===== src/rtl/rv_alu_md_pkg.sv =====
// Shared types for the rv_alu_md execute-stage ALU: opcodes, FSM states and
// small decode helpers.
package rv_alu_md_pkg;

  localparam int unsigned OpW = 5;
  localparam int unsigned StW = 2;

  typedef enum logic [OpW-1:0] {
    OpAdd    = 5'd0,
    OpSub    = 5'd1,
    OpSll    = 5'd2,
    OpSlt    = 5'd3,
    OpSltu   = 5'd4,
    OpXor    = 5'd5,
    OpSrl    = 5'd6,
    OpSra    = 5'd7,
    OpOr     = 5'd8,
    OpAnd    = 5'd9,
    OpMul    = 5'd16,
    OpMulh   = 5'd17,
    OpMulhsu = 5'd18,
    OpMulhu  = 5'd19,
    OpDiv    = 5'd20,
    OpDivu   = 5'd21,
    OpRem    = 5'd22,
    OpRemu   = 5'd23
  } alu_op_e;

  typedef enum logic [StW-1:0] {
    StIdle = 2'd0,
    StIter = 2'd1,
    StResp = 2'd2
  } state_e;

  // True for the four divide/remainder opcodes.
  function automatic logic is_div_op(alu_op_e op);
    return (op == OpDiv) || (op == OpDivu) || (op == OpRem) || (op == OpRemu);
  endfunction

endpackage


===== src/rtl/rv_alu_md_iter.sv =====
// Iterative M-extension engine: shift-add multiplier and restoring divider
// sharing one register set. Works on operand magnitudes for XLEN cycles and
// applies the result sign combinationally in the last cycle, when done is high.
// Only instantiated when RV_ALU_MD_M_EN is defined.
module rv_alu_md_iter
  import rv_alu_md_pkg::*;
#(
  parameter int unsigned XLEN = 32
) (
  input  logic            clk,
  input  logic            rst_n,
  input  logic            kill,
  input  logic            start,
  input  alu_op_e         op,
  input  logic [XLEN-1:0] a,
  input  logic [XLEN-1:0] b,
  output logic            done,
  output logic [XLEN-1:0] result
);

  localparam int unsigned CntW = $clog2(XLEN);
  localparam logic [CntW-1:0] LastCnt = CntW'(XLEN - 1);

  logic            active_q;
  logic [CntW-1:0] cnt_q;
  alu_op_e         op_q;
  logic            neg_q;
  // acc: product high half / partial remainder; lo: multiplier / quotient;
  // mag: multiplicand / divisor magnitude.
  logic [XLEN-1:0] acc_q, lo_q, mag_q;

  logic            sign_a, sign_b, neg_start;
  logic [XLEN-1:0] mag_a, mag_b;
  logic            div_op;
  logic [XLEN:0]   add_sum, shifted, sub_diff;
  logic [XLEN-1:0] acc_n, lo_n, quo, rem;
  logic [2*XLEN-1:0] prod;

  // Operand magnitudes and the sign of the final result, captured at start
  always_comb begin
    sign_a = 1'b0;
    sign_b = 1'b0;
    case (op)
      OpMul, OpMulh, OpDiv, OpRem: begin
        sign_a = a[XLEN-1];
        sign_b = b[XLEN-1];
      end
      OpMulhsu: sign_a = a[XLEN-1];
      default: ;
    endcase
    mag_a     = sign_a ? -a : a;
    mag_b     = sign_b ? -b : b;
    // Remainder takes the dividend's sign; everything else the XOR.
    neg_start = (op == OpRem) ? sign_a : (sign_a ^ sign_b);
  end

  // One multiply or divide step, plus sign fix-up of the final step's values
  always_comb begin
    div_op   = is_div_op(op_q);
    add_sum  = {1'b0, acc_q} + ({(XLEN+1){lo_q[0]}} & {1'b0, mag_q});
    shifted  = {acc_q, lo_q[XLEN-1]};
    sub_diff = shifted - {1'b0, mag_q};
    if (div_op) begin
      if (!sub_diff[XLEN]) begin
        acc_n = sub_diff[XLEN-1:0];
        lo_n  = {lo_q[XLEN-2:0], 1'b1};
      end else begin
        acc_n = shifted[XLEN-1:0];
        lo_n  = {lo_q[XLEN-2:0], 1'b0};
      end
    end else begin
      acc_n = add_sum[XLEN:1];
      lo_n  = {add_sum[0], lo_q[XLEN-1:1]};
    end
    prod = neg_q ? -{acc_n, lo_n} : {acc_n, lo_n};
    quo  = neg_q ? -lo_n : lo_n;
    rem  = neg_q ? -acc_n : acc_n;
    case (op_q)
      OpMul:                    result = prod[XLEN-1:0];
      OpMulh, OpMulhsu, OpMulhu: result = prod[2*XLEN-1:XLEN];
      OpDiv, OpDivu:            result = quo;
      default:                  result = rem;
    endcase
  end

  assign done = active_q && (cnt_q == LastCnt);

  // Engine registers: load on start, step while active, clear on kill
  always_ff @(posedge clk or negedge rst_n) begin
    if (!rst_n) begin
      active_q <= 1'b0;
      cnt_q    <= '0;
      op_q     <= OpAdd;
      neg_q    <= 1'b0;
      acc_q    <= '0;
      lo_q     <= '0;
      mag_q    <= '0;
    end else if (kill) begin
      active_q <= 1'b0;
      cnt_q    <= '0;
    end else if (start) begin
      active_q <= 1'b1;
      cnt_q    <= '0;
      op_q     <= op;
      neg_q    <= neg_start;
      acc_q    <= '0;
      if (is_div_op(op)) begin
        lo_q  <= mag_a;
        mag_q <= mag_b;
      end else begin
        lo_q  <= mag_b;
        mag_q <= mag_a;
      end
    end else if (active_q) begin
      acc_q <= acc_n;
      lo_q  <= lo_n;
      cnt_q <= cnt_q + 1'b1;
      if (done) active_q <= 1'b0;
    end
  end

endmodule


===== src/rtl/rv_alu_md.sv =====
// Sequential RV32I/RV64I ALU with valid/ready request and response, registered
// results and flags. With RV_ALU_MD_M_EN defined, M-extension ops run on an
// iterative engine (XLEN cycles) except for the divide fast paths; without it
// opcodes 16-23 respond as illegal and busy is tied low.
module rv_alu_md
  import rv_alu_md_pkg::*;
#(
  parameter int unsigned XLEN = 32
) (
  input  logic            clk,
  input  logic            rst_n,
  input  logic            flush,
  input  logic            req_valid,
  output logic            req_ready,
  input  logic [OpW-1:0]  req_op,
  input  logic [XLEN-1:0] req_a,
  input  logic [XLEN-1:0] req_b,
  output logic            rsp_valid,
  input  logic            rsp_ready,
  output logic [XLEN-1:0] rsp_result,
  output logic            rsp_zero,
  output logic            rsp_negative,
  output logic            rsp_overflow,
  output logic            rsp_illegal,
  output logic            busy
);

  localparam int unsigned ShW = $clog2(XLEN);
`ifdef RV_ALU_MD_M_EN
  localparam logic [XLEN-1:0] MinVal = {1'b1, {(XLEN-1){1'b0}}};
`endif

  state_e          state_q, state_d;
  alu_op_e         op;
  logic            accept;
  logic [XLEN-1:0] fast_res, sum, diff;
  logic [ShW-1:0]  shamt;
  logic            fast_ovf, fast_ill, to_iter;
  logic [XLEN-1:0] res_q;
  logic            zero_q, neg_q, ovf_q, ill_q;

  assign op        = alu_op_e'(req_op);
  assign req_ready = !flush && ((state_q == StIdle) || ((state_q == StResp) && rsp_ready));
  assign accept    = req_valid && req_ready;

  // Single-cycle result for base ops and M-op fast paths; flags iterative ops
  always_comb begin
    sum      = req_a + req_b;
    diff     = req_a - req_b;
    shamt    = req_b[ShW-1:0];
    fast_res = '0;
    fast_ovf = 1'b0;
    fast_ill = 1'b0;
    to_iter  = 1'b0;
    case (op)
      OpAdd: begin
        fast_res = sum;
        fast_ovf = (req_a[XLEN-1] == req_b[XLEN-1]) && (sum[XLEN-1] != req_a[XLEN-1]);
      end
      OpSub: begin
        fast_res = diff;
        fast_ovf = (req_a[XLEN-1] != req_b[XLEN-1]) && (diff[XLEN-1] != req_a[XLEN-1]);
      end
      OpSll:  fast_res = req_a << shamt;
      OpSlt:  fast_res = {{(XLEN-1){1'b0}}, $signed(req_a) < $signed(req_b)};
      OpSltu: fast_res = {{(XLEN-1){1'b0}}, req_a < req_b};
      OpXor:  fast_res = req_a ^ req_b;
      OpSrl:  fast_res = req_a >> shamt;
      OpSra:  fast_res = $unsigned($signed(req_a) >>> shamt);
      OpOr:   fast_res = req_a | req_b;
      OpAnd:  fast_res = req_a & req_b;
`ifdef RV_ALU_MD_M_EN
      OpMul, OpMulh, OpMulhsu, OpMulhu: to_iter = 1'b1;
      OpDiv, OpRem: begin
        if (req_b == '0) begin
          fast_res = (op == OpDiv) ? '1 : req_a;
        end else if ((req_a == MinVal) && (req_b == '1)) begin
          fast_res = (op == OpDiv) ? MinVal : '0;
          fast_ovf = (op == OpDiv);
        end else begin
          to_iter = 1'b1;
        end
      end
      OpDivu, OpRemu: begin
        if (req_b == '0) fast_res = (op == OpDivu) ? '1 : req_a;
        else             to_iter  = 1'b1;
      end
`endif
      default: fast_ill = 1'b1;
    endcase
  end

`ifdef RV_ALU_MD_M_EN
  logic            iter_done;
  logic [XLEN-1:0] iter_res;

  rv_alu_md_iter #(
    .XLEN (XLEN)
  ) u_iter (
    .clk    (clk),
    .rst_n  (rst_n),
    .kill   (flush),
    .start  (accept && to_iter),
    .op     (op),
    .a      (req_a),
    .b      (req_b),
    .done   (iter_done),
    .result (iter_res)
  );

  assign busy = (state_q == StIter);
`else
  assign busy = 1'b0;
`endif

  // Next state: accept from IDLE or on a RESP handshake, flush wins
  always_comb begin
    state_d = state_q;
    unique case (state_q)
      StIdle, StResp: begin
        if (accept)                                state_d = to_iter ? StIter : StResp;
        else if ((state_q == StResp) && rsp_ready) state_d = StIdle;
      end
      StIter: begin
`ifdef RV_ALU_MD_M_EN
        if (iter_done) state_d = StResp;
`endif
      end
      default: state_d = StIdle;
    endcase
    if (flush) state_d = StIdle;
  end

  // State register
  always_ff @(posedge clk or negedge rst_n) begin
    if (!rst_n) state_q <= StIdle;
    else        state_q <= state_d;
  end

  // Response registers: loaded from the fast path or from the engine's last step
  always_ff @(posedge clk or negedge rst_n) begin
    if (!rst_n) begin
      res_q  <= '0;
      zero_q <= 1'b0;
      neg_q  <= 1'b0;
      ovf_q  <= 1'b0;
      ill_q  <= 1'b0;
    end else if (accept && !to_iter) begin
      res_q  <= fast_res;
      zero_q <= (fast_res == '0);
      neg_q  <= fast_res[XLEN-1];
      ovf_q  <= fast_ovf;
      ill_q  <= fast_ill;
`ifdef RV_ALU_MD_M_EN
    end else if ((state_q == StIter) && iter_done) begin
      res_q  <= iter_res;
      zero_q <= (iter_res == '0);
      neg_q  <= iter_res[XLEN-1];
      ovf_q  <= 1'b0;
      ill_q  <= 1'b0;
`endif
    end
  end

  assign rsp_valid    = (state_q == StResp);
  assign rsp_result   = res_q;
  assign rsp_zero     = zero_q;
  assign rsp_negative = neg_q;
  assign rsp_overflow = ovf_q;
  assign rsp_illegal  = ill_q;

endmodule


===== config.mk =====
export PLATFORM = sky130hd
export DESIGN_NAME = rv_alu_md
export DESIGN_NICKNAME = d
export VERILOG_FILES = /design/src/rtl/rv_alu_md_pkg.sv /design/src/rtl/rv_alu_md_iter.sv /design/src/rtl/rv_alu_md.sv
export SDC_FILE = /design/constraint.sdc
export NUM_CORES = 1
export LEC_CHECK = 0
export ABC_AREA = 0
export CAP_MARGIN = 40
export CORE_MARGIN = 2
export CORE_UTILIZATION = 50
export DETAILED_ROUTE_END_ITERATION = 6
export HOLD_SLACK_MARGIN = 0.05
export PLACE_DENSITY = 0.81
export SYNTH_ARGS = -nofsm -noshare
export SYNTH_HDL_FRONTEND = slang
export SYNTH_SLANG_ARGS = --single-unit

===== constraint.sdc =====
create_clock -name clk -period 8 [get_ports clk]
set_input_delay 1.2 -clock clk [delete_from_list [all_inputs] [get_ports clk]]
set_output_delay 1.2 -clock clk [all_outputs]
set_load 0.1 [all_outputs]

==> After elaboration in Yosys (flattened, before gate mapping) <==
Index checks and enable logic that the tools add are counted.
{ "word_totals": {"output_inout_bits": 39, "register_bits": 38, "in_bits": 74, "wordCells": 53} }
{ "op_classes": {"shift": 3, "n_eq_ne": 17, "n_reduce_logical": 13, "bitwise_logic": 3, "order_cmp": 2, "muxes": 7, "n_addsub": 2} }
{ "ops": {"columns": ["op", "count"], "rows": [
  ["case mux 32 bit (10 select lines)", 1],
  ["less-than comparator 32 bit", 2],
  ["adder 32 bit", 1],
  ["AND 32 bit", 1],
  ["logical NOT 32 bit", 1],
  ["bitwise OR 32 bit", 1],
  ["<< shifter 32 x 5 -> 32 bit", 1],
  ["right shift 32 x 5 -> 32 bit", 1],
  [">>> shifter 32 x 5 -> 32 bit", 1],
  ["subtractor 32 bit", 1],
  ["bitwise XOR 32 bit", 1],
  ["equality test 5 x 3 -> 1 bit (second input constant)", 4],
  ["equality test 5 x 2 -> 1 bit (second input constant)", 2],
  ["equality test 5 x 4 -> 1 bit (second input constant)", 2],
  ["OR reduction 10 bit", 1],
  ["2-to-1 mux 2 bit", 3],
  ["equality test 5 x 1 -> 1 bit (second input constant)", 1],
  ["logical AND 1 bit", 5],
  ["logical NOT 5 bit", 1],
  ["inequality test 4 bit (second input constant)", 1],
  ["case mux 2 bit (2 select lines)", 1],
  ["inequality test 1 bit", 3],
  ["equality test 2 x 1 -> 1 bit (second input constant)", 1],
  ["equality test 2 bit (second input constant)", 1],
  ["9 further kinds", 9]
]} }

==> Logic depth before layout (Yosys ltp) <==
{ "logic_depth": {"word_depth": 8, "ltp_mapped": 18, "ltp_nobuf": 14} }

==> Worst setup path before layout <==
Ideal clock, no wire load.
{ "synth_path": {"path_kind": "input -> register", "start": "in req_b[3]", "end": "reg zero_q (netlist: rsp_zero)", "setup_ns": 0.071, "stages": 17, "n_path_buf": 4, "path_slack_ns": 2.328, "arrival_ns": 5.602, "path_cell_list": "buf_4 inv_1 clkbuf_1 clkbuf_1 clkbuf_1 ha_1 o21a_1 a21boi_0 o31ai_1 o21ai_0 xnor2_1 a21o_1 or4_1 or4_1 or4_1 nor4_1 a32o_1"} }
{ "synth_via": {"elab_chain_len": 3, "word_cells_on_any_way": 12, "cone_classes": "add/sub: 2; order compare: 2; shift: 3; mux: 1; bitwise: 3; reduce/logical: 1"} }
{ "synth_rtl": {"columns": ["item", "line_no", "rtl"], "rows": [
  ["from (decl)", "rv_alu_md.sv:17", "input logic [XLEN-1:0] req_b,"],
  ["subtractor 32 bit, or another cell as far along", "rv_alu_md.sv:49", "diff = req_a - req_b;"],
  ["case mux 32 bit (10 select lines) (*)", "rv_alu_md.sv:55", "case (op)"],
  ["logical NOT 32 bit (*)", "rv_alu_md.sv:150", "zero_q <= (fast_res == '0);"],
  ["to (signal assigned)", "rv_alu_md.sv:150", null],
  ["to (decl)", "rv_alu_md.sv:40", "logic zero_q, neg_q, ovf_q, ill_q;"]
]} }
Every way passes the cells marked *; elsewhere a longest branch is shown, timed or not.
A chain may end at the register's enable or synchronous reset.

==> Worst setup path after layout <==
{ "layout_path": {"start": "in req_b[1]", "end": "reg zero_q (netlist: rsp_zero)"} }
The elaborated chain is that of the path after synthesis.

==> results.rst <==
.. list-table::
   :header-rows: 1

   * - Metric
     - Value
   * - Area of the die
     - 0.0245 mm²
   * - Critical path's slowest cell
     - sky130_fd_sc_hd__or4_1
   * - Commonest cells post-synth
     - sky130_fd_sc_hd__nand2_1, sky130_fd_sc_hd__nor2_1, sky130_fd_sc_hd__a21oi_1, sky130_fd_sc_hd__ha_1, sky130_fd_sc_hd__inv_1
   * - Top area cells in the synthesized netlist
     - sky130_fd_sc_hd__mux4_2, sky130_fd_sc_hd__ha_1, sky130_fd_sc_hd__dfrtp_1
   * - Number of buffers added on ports
     - 111
   * - Count of standard-cell rows
     - 55
   * - Post-route fraction of the period consumed by the critical path
     - 0.836
   * - Ys Warns
     - 0
   * - Most common cell type on the critical path
     - sky130_fd_sc_hd__or4_1
   * - Area share of the largest cell type after synthesis
     - 0.108
   * - Leakage power total
     - 5.61 nW
   * - DP Wirelength
     - 44300 µm
   * - Largest net degree at the start of global routing
     - 80
   * - Number of global-route vias before repair
     - 13.5k
   * - Areal power density over the cells
     - 123 mW/mm²
   * - Gpl congestion
     - 1.10
   * - Most repeated cell in the gate-level netlist after synthesis
     - sky130_fd_sc_hd__nand2_1
   * - Buffer count from post-CTS setup fixing
     - 0
   * - Initial antenna violation count
     - 0
   * - TritonCTS clock tree
     - yes
   * - Largest family of logic cells by synthesized area
     - compound AO/OA/AOI/OAI gates
   * - Mux cell area share after synthesis
     - 0.197
   * - Count of hold buffers inserted by post-cts repair
     - 0
   * - Remaining global-route overflow
     - 0
   * - Skew-Pair Late Insertion Delay
     - 0.29 ns
   * - Area fraction in and, or, nand and nor cells after synthesis
     - 0.228
   * - WP data required
     - 8.23 ns
   * - Clock-pin slew of the registers on the worst-case setup and hold paths
     - 0.06 ns
   * - Synth Area in Compound Gates
     - 0.288
   * - Area of all placed cells without fillers
     - 0.0135 mm²
   * - Final-layout fill cell count
     - 2136
   * - Mean Syn Cell Area
     - 7.48 µm²
   * - Synth Net Count
     - 1734
   * - Number of buffers created by CTS
     - 5
   * - Asr flop ratio synth
     - 1.00
   * - Number of cells on the worst reg-to-reg path
     - 12
   * - Fraction of final layout cells sized beyond drive strength 1
     - 0.121
   * - Hold depth
     - 2
   * - Global-route total usage across every layer
     - 0.465
   * - Crit path largest cell delay
     - 0.60 ns
   * - Clock period minus final worst setup slack
     - 6.69 ns
   * - Count of maximum capacitance violations
     - 0
   * - Netlist cell types
     - 88
   * - Worst-path fanout max
     - 52
   * - Core Box Area
     - 0.0228 mm²
   * - Non-filler cells, final
     - 1927
   * - Layout area overhead
     - 16.1%
   * - Critical-path cell list
     - buf_4, buf_4, mux4_2, a22oi_1, o2111ai_1, a2111oi_2, o21ai_1, a211o_1, or4_1, or4_1, or4_1, nor4_1, a32o_1
   * - Antenna Cells
     - 0
   * - DRT Wirelength
     - 57700 µm
   * - Capturing element type of the critical path
     - flop
   * - Worst VDD drop
     - 0.104 mV
   * - Predominant post-synthesis flop cell
     - sky130_fd_sc_hd__dfrtp_1
   * - Post-cts resize count
     - 0
   * - Setup clock skew after layout
     - 0.00294 ns
   * - Number of H-tree branching levels
     - 2
   * - Largest area contributor in the netlist
     - sky130_fd_sc_hd__mux4_2
   * - Number of pins exceeding their max-slew limit in the final report
     - 0
   * - Initial core utilization
     - 0.512
   * - Actual slew at the worst max-slew pin
     - 1.02 ns
   * - Starting DRC count in detailed routing
     - 2244
   * - Routed len/inst
     - 29.9 µm
   * - Total Power
     - 1.67 mW
   * - CTS Buffer Depth
     - 2
   * - Cell type group with the largest total delay on the critical path
     - compound AO/OA/AOI/OAI gates
   * - Relative slew slack
     - 0.310
   * - WP data arrival
     - 6.92 ns
   * - Number of top-level pins
     - 113
   * - Worst min-delay path category
     - reg -> reg
   * - Total Neg Setup Slack
     - 0 ns
   * - Number of cells after detailed placement
     - 1919
   * - DR vias/cell
     - 7.38
   * - Root buffer cell
     - sky130_fd_sc_hd__clkbuf_16
   * - Critical register-to-register path endpoint
     - rsp_zero$_DFFE_PN0P_
   * - Cell area after technology mapping
     - 0.0117 mm²
   * - Reg-to-reg setup timing slack
     - 3.97 ns
   * - Total via count in the routed design
     - 14.2k
   * - Post-synthesis sequential element count
     - 36
   * - First-pass GRT wire length
     - 85800 µm
   * - Horizontal die dimension
     - 157 µm
   * - Area of placed instances
     - 0.0134 mm²
   * - Number of synthesized flops with an enable pin
     - 0
   * - CTS sink count
     - 36
   * - Worst setup slack before clock tree synthesis
     - 1.14 ns
   * - DR pass1 iterations
     - 7
   * - Failing checks
     - design-rule violations
   * - WS Path Type
     - in -> reg
   * - Share of the yosys chip area belonging to registers
     - 0.0773
   * - Worst hold slack after final layout
     - 0.470 ns
   * - Die Ht
     - 157 µm
   * - Unrepaired setup endpoints after global routing
     - no
   * - Hold Crit Endpoint
     - rsp_result[5]$_DFFE_PN0P_
   * - Adder-cell share of the synthesized area
     - 0.110
   * - Number of buffers and inverters on the critical path
     - 2
   * - # nets final
     - 1788
   * - Post-synthesis instance total
     - 1559
   * - FF-to-FF Start
     - state_q[1]$_DFFE_PN0P_
   * - Maximum clock frequency
     - 150 MHz
   * - Xor/xnor share of the synthesized area
     - 0.0105
   * - Outcome
     - finished, violations left
   * - Final core utilization
     - 0.594
   * - Worst path setup slack after routing
     - 1.31 ns
   * - Hold_sp
     - rsp_result[5]$_DFFE_PN0P_
   * - Setup violations, final
     - 0
   * - Kind of launch point of the worst setup path
     - primary input
   * - Post-DRT Antenna Nets
     - 0
   * - Number of remaining DRC errors
     - 2
   * - Endpoints failing hold
     - 0
-- sequential cells by signal, summed over array words and instances, names as in the netlist --
signal / flops
rsp_result: 32
rsp_illegal: 1
rsp_overflow: 1
rsp_zero: 1
state_q: 1
-- cells by family after synthesis --
family | Yosys count
AOI/OAI and AO/OA | 486
xor gates and xnor gates | 14
adders and majority gates | 101
buffers and inverters | 238
DFF | 36
muxes | 144
other | 1
and+or+nand+nor | 539
-- worst reg2reg max path, cell delays in order (launching register included) --
cell and delay, ns:
sky130_fd_sc_hd__dfrtp_1 0.40, sky130_fd_sc_hd__nor2b_1 0.17, sky130_fd_sc_hd__nor3b_2 0.16, sky130_fd_sc_hd__buf_4 0.33, sky130_fd_sc_hd__o221ai_1 0.20, sky130_fd_sc_hd__a211oi_1 0.40, sky130_fd_sc_hd__nand3_1 0.12, sky130_fd_sc_hd__nor4_1 0.36
sky130_fd_sc_hd__nand4_1 0.19, sky130_fd_sc_hd__or4b_1 0.54, sky130_fd_sc_hd__or4_1 0.55, sky130_fd_sc_hd__nor4_1 0.34, sky130_fd_sc_hd__a32o_1 0.21
-- report_power, final --
group | switching (mW) | total (mW) | leakage, nW | internal (mW)
Clock | 0.0831 | 0.230 | 0.0808 | 0.147
Sequential | 0.0185 | 0.229 | 0.467 | 0.211
Combinational | 0.788 | 1.21 | 5.06 | 0.422
Total | 0.889 | 1.67 | 5.61 | 0.779
-- routing by layer --
| layer | global-route usage | wire length [µm] |
|---|---|---|
| met2 | 0.711 | 24600 |
| met3 | 0.120 | 7400 |
| met5 | 0.0207 | 67 |
| met1 | 0.603 | 21800 |
| met4 | 0.241 | 3800 |
-- worst max path at each step --
stage	startpoint	slack, ns	to	cells after the start
2_1_floorplan	req_b[3]	2.33	rsp_zero$_DFFE_PN0P_	17
3_3_place_gp	req_b[1]	1.22	rsp_zero$_DFFE_PN0P_	13
3_5_place_dp	req_b[1]	1.14	rsp_zero$_DFFE_PN0P_	13
4_1_cts	req_b[1]	1.43	rsp_zero$_DFFE_PN0P_	13
5_1_grt	req_b[1]	1.16	rsp_zero$_DFFE_PN0P_	13
6_report	req_b[1]	1.31	rsp_zero$_DFFE_PN0P_	13
-- area by class of cell --
type | instances | area [µm²] | share of cell area
Timing Repair Buffer | 186 | 1980 | 0.146
Inverter | 99 | 372 | 0.0275
Clock inverter | 2 | 35.0 | 0.00259
Tap cell | 313 | 392 | 0.0289
Multi-Input combinational cell | 1285 | 9730 | 0.719
Clock buffer | 6 | 129 | 0.00952
Sequential cell | 36 | 901 | 0.0666
-- cell usage in the layout, fill, tap and decap left out, drive strengths merged, types with 13 or more instances in the layout --
master	n
nand2	144
nor2	127
clkdlybuf4s50	106
a21oi	99
ha	99
inv	96
o21ai	94
buf	80
mux4	64
mux2i	57
nand3	52
nor3	44
dfrtp	36
a211oi	30
a21o	24
o211ai	23
mux2	23
nand4	23
nor2b	21
nor4	21
nand2b	19
o31ai	19
xnor2	14
and3	14
a22oi	14
a221oi	14
o21a	13
or2	13
Power figures use the tool's default switching activity.
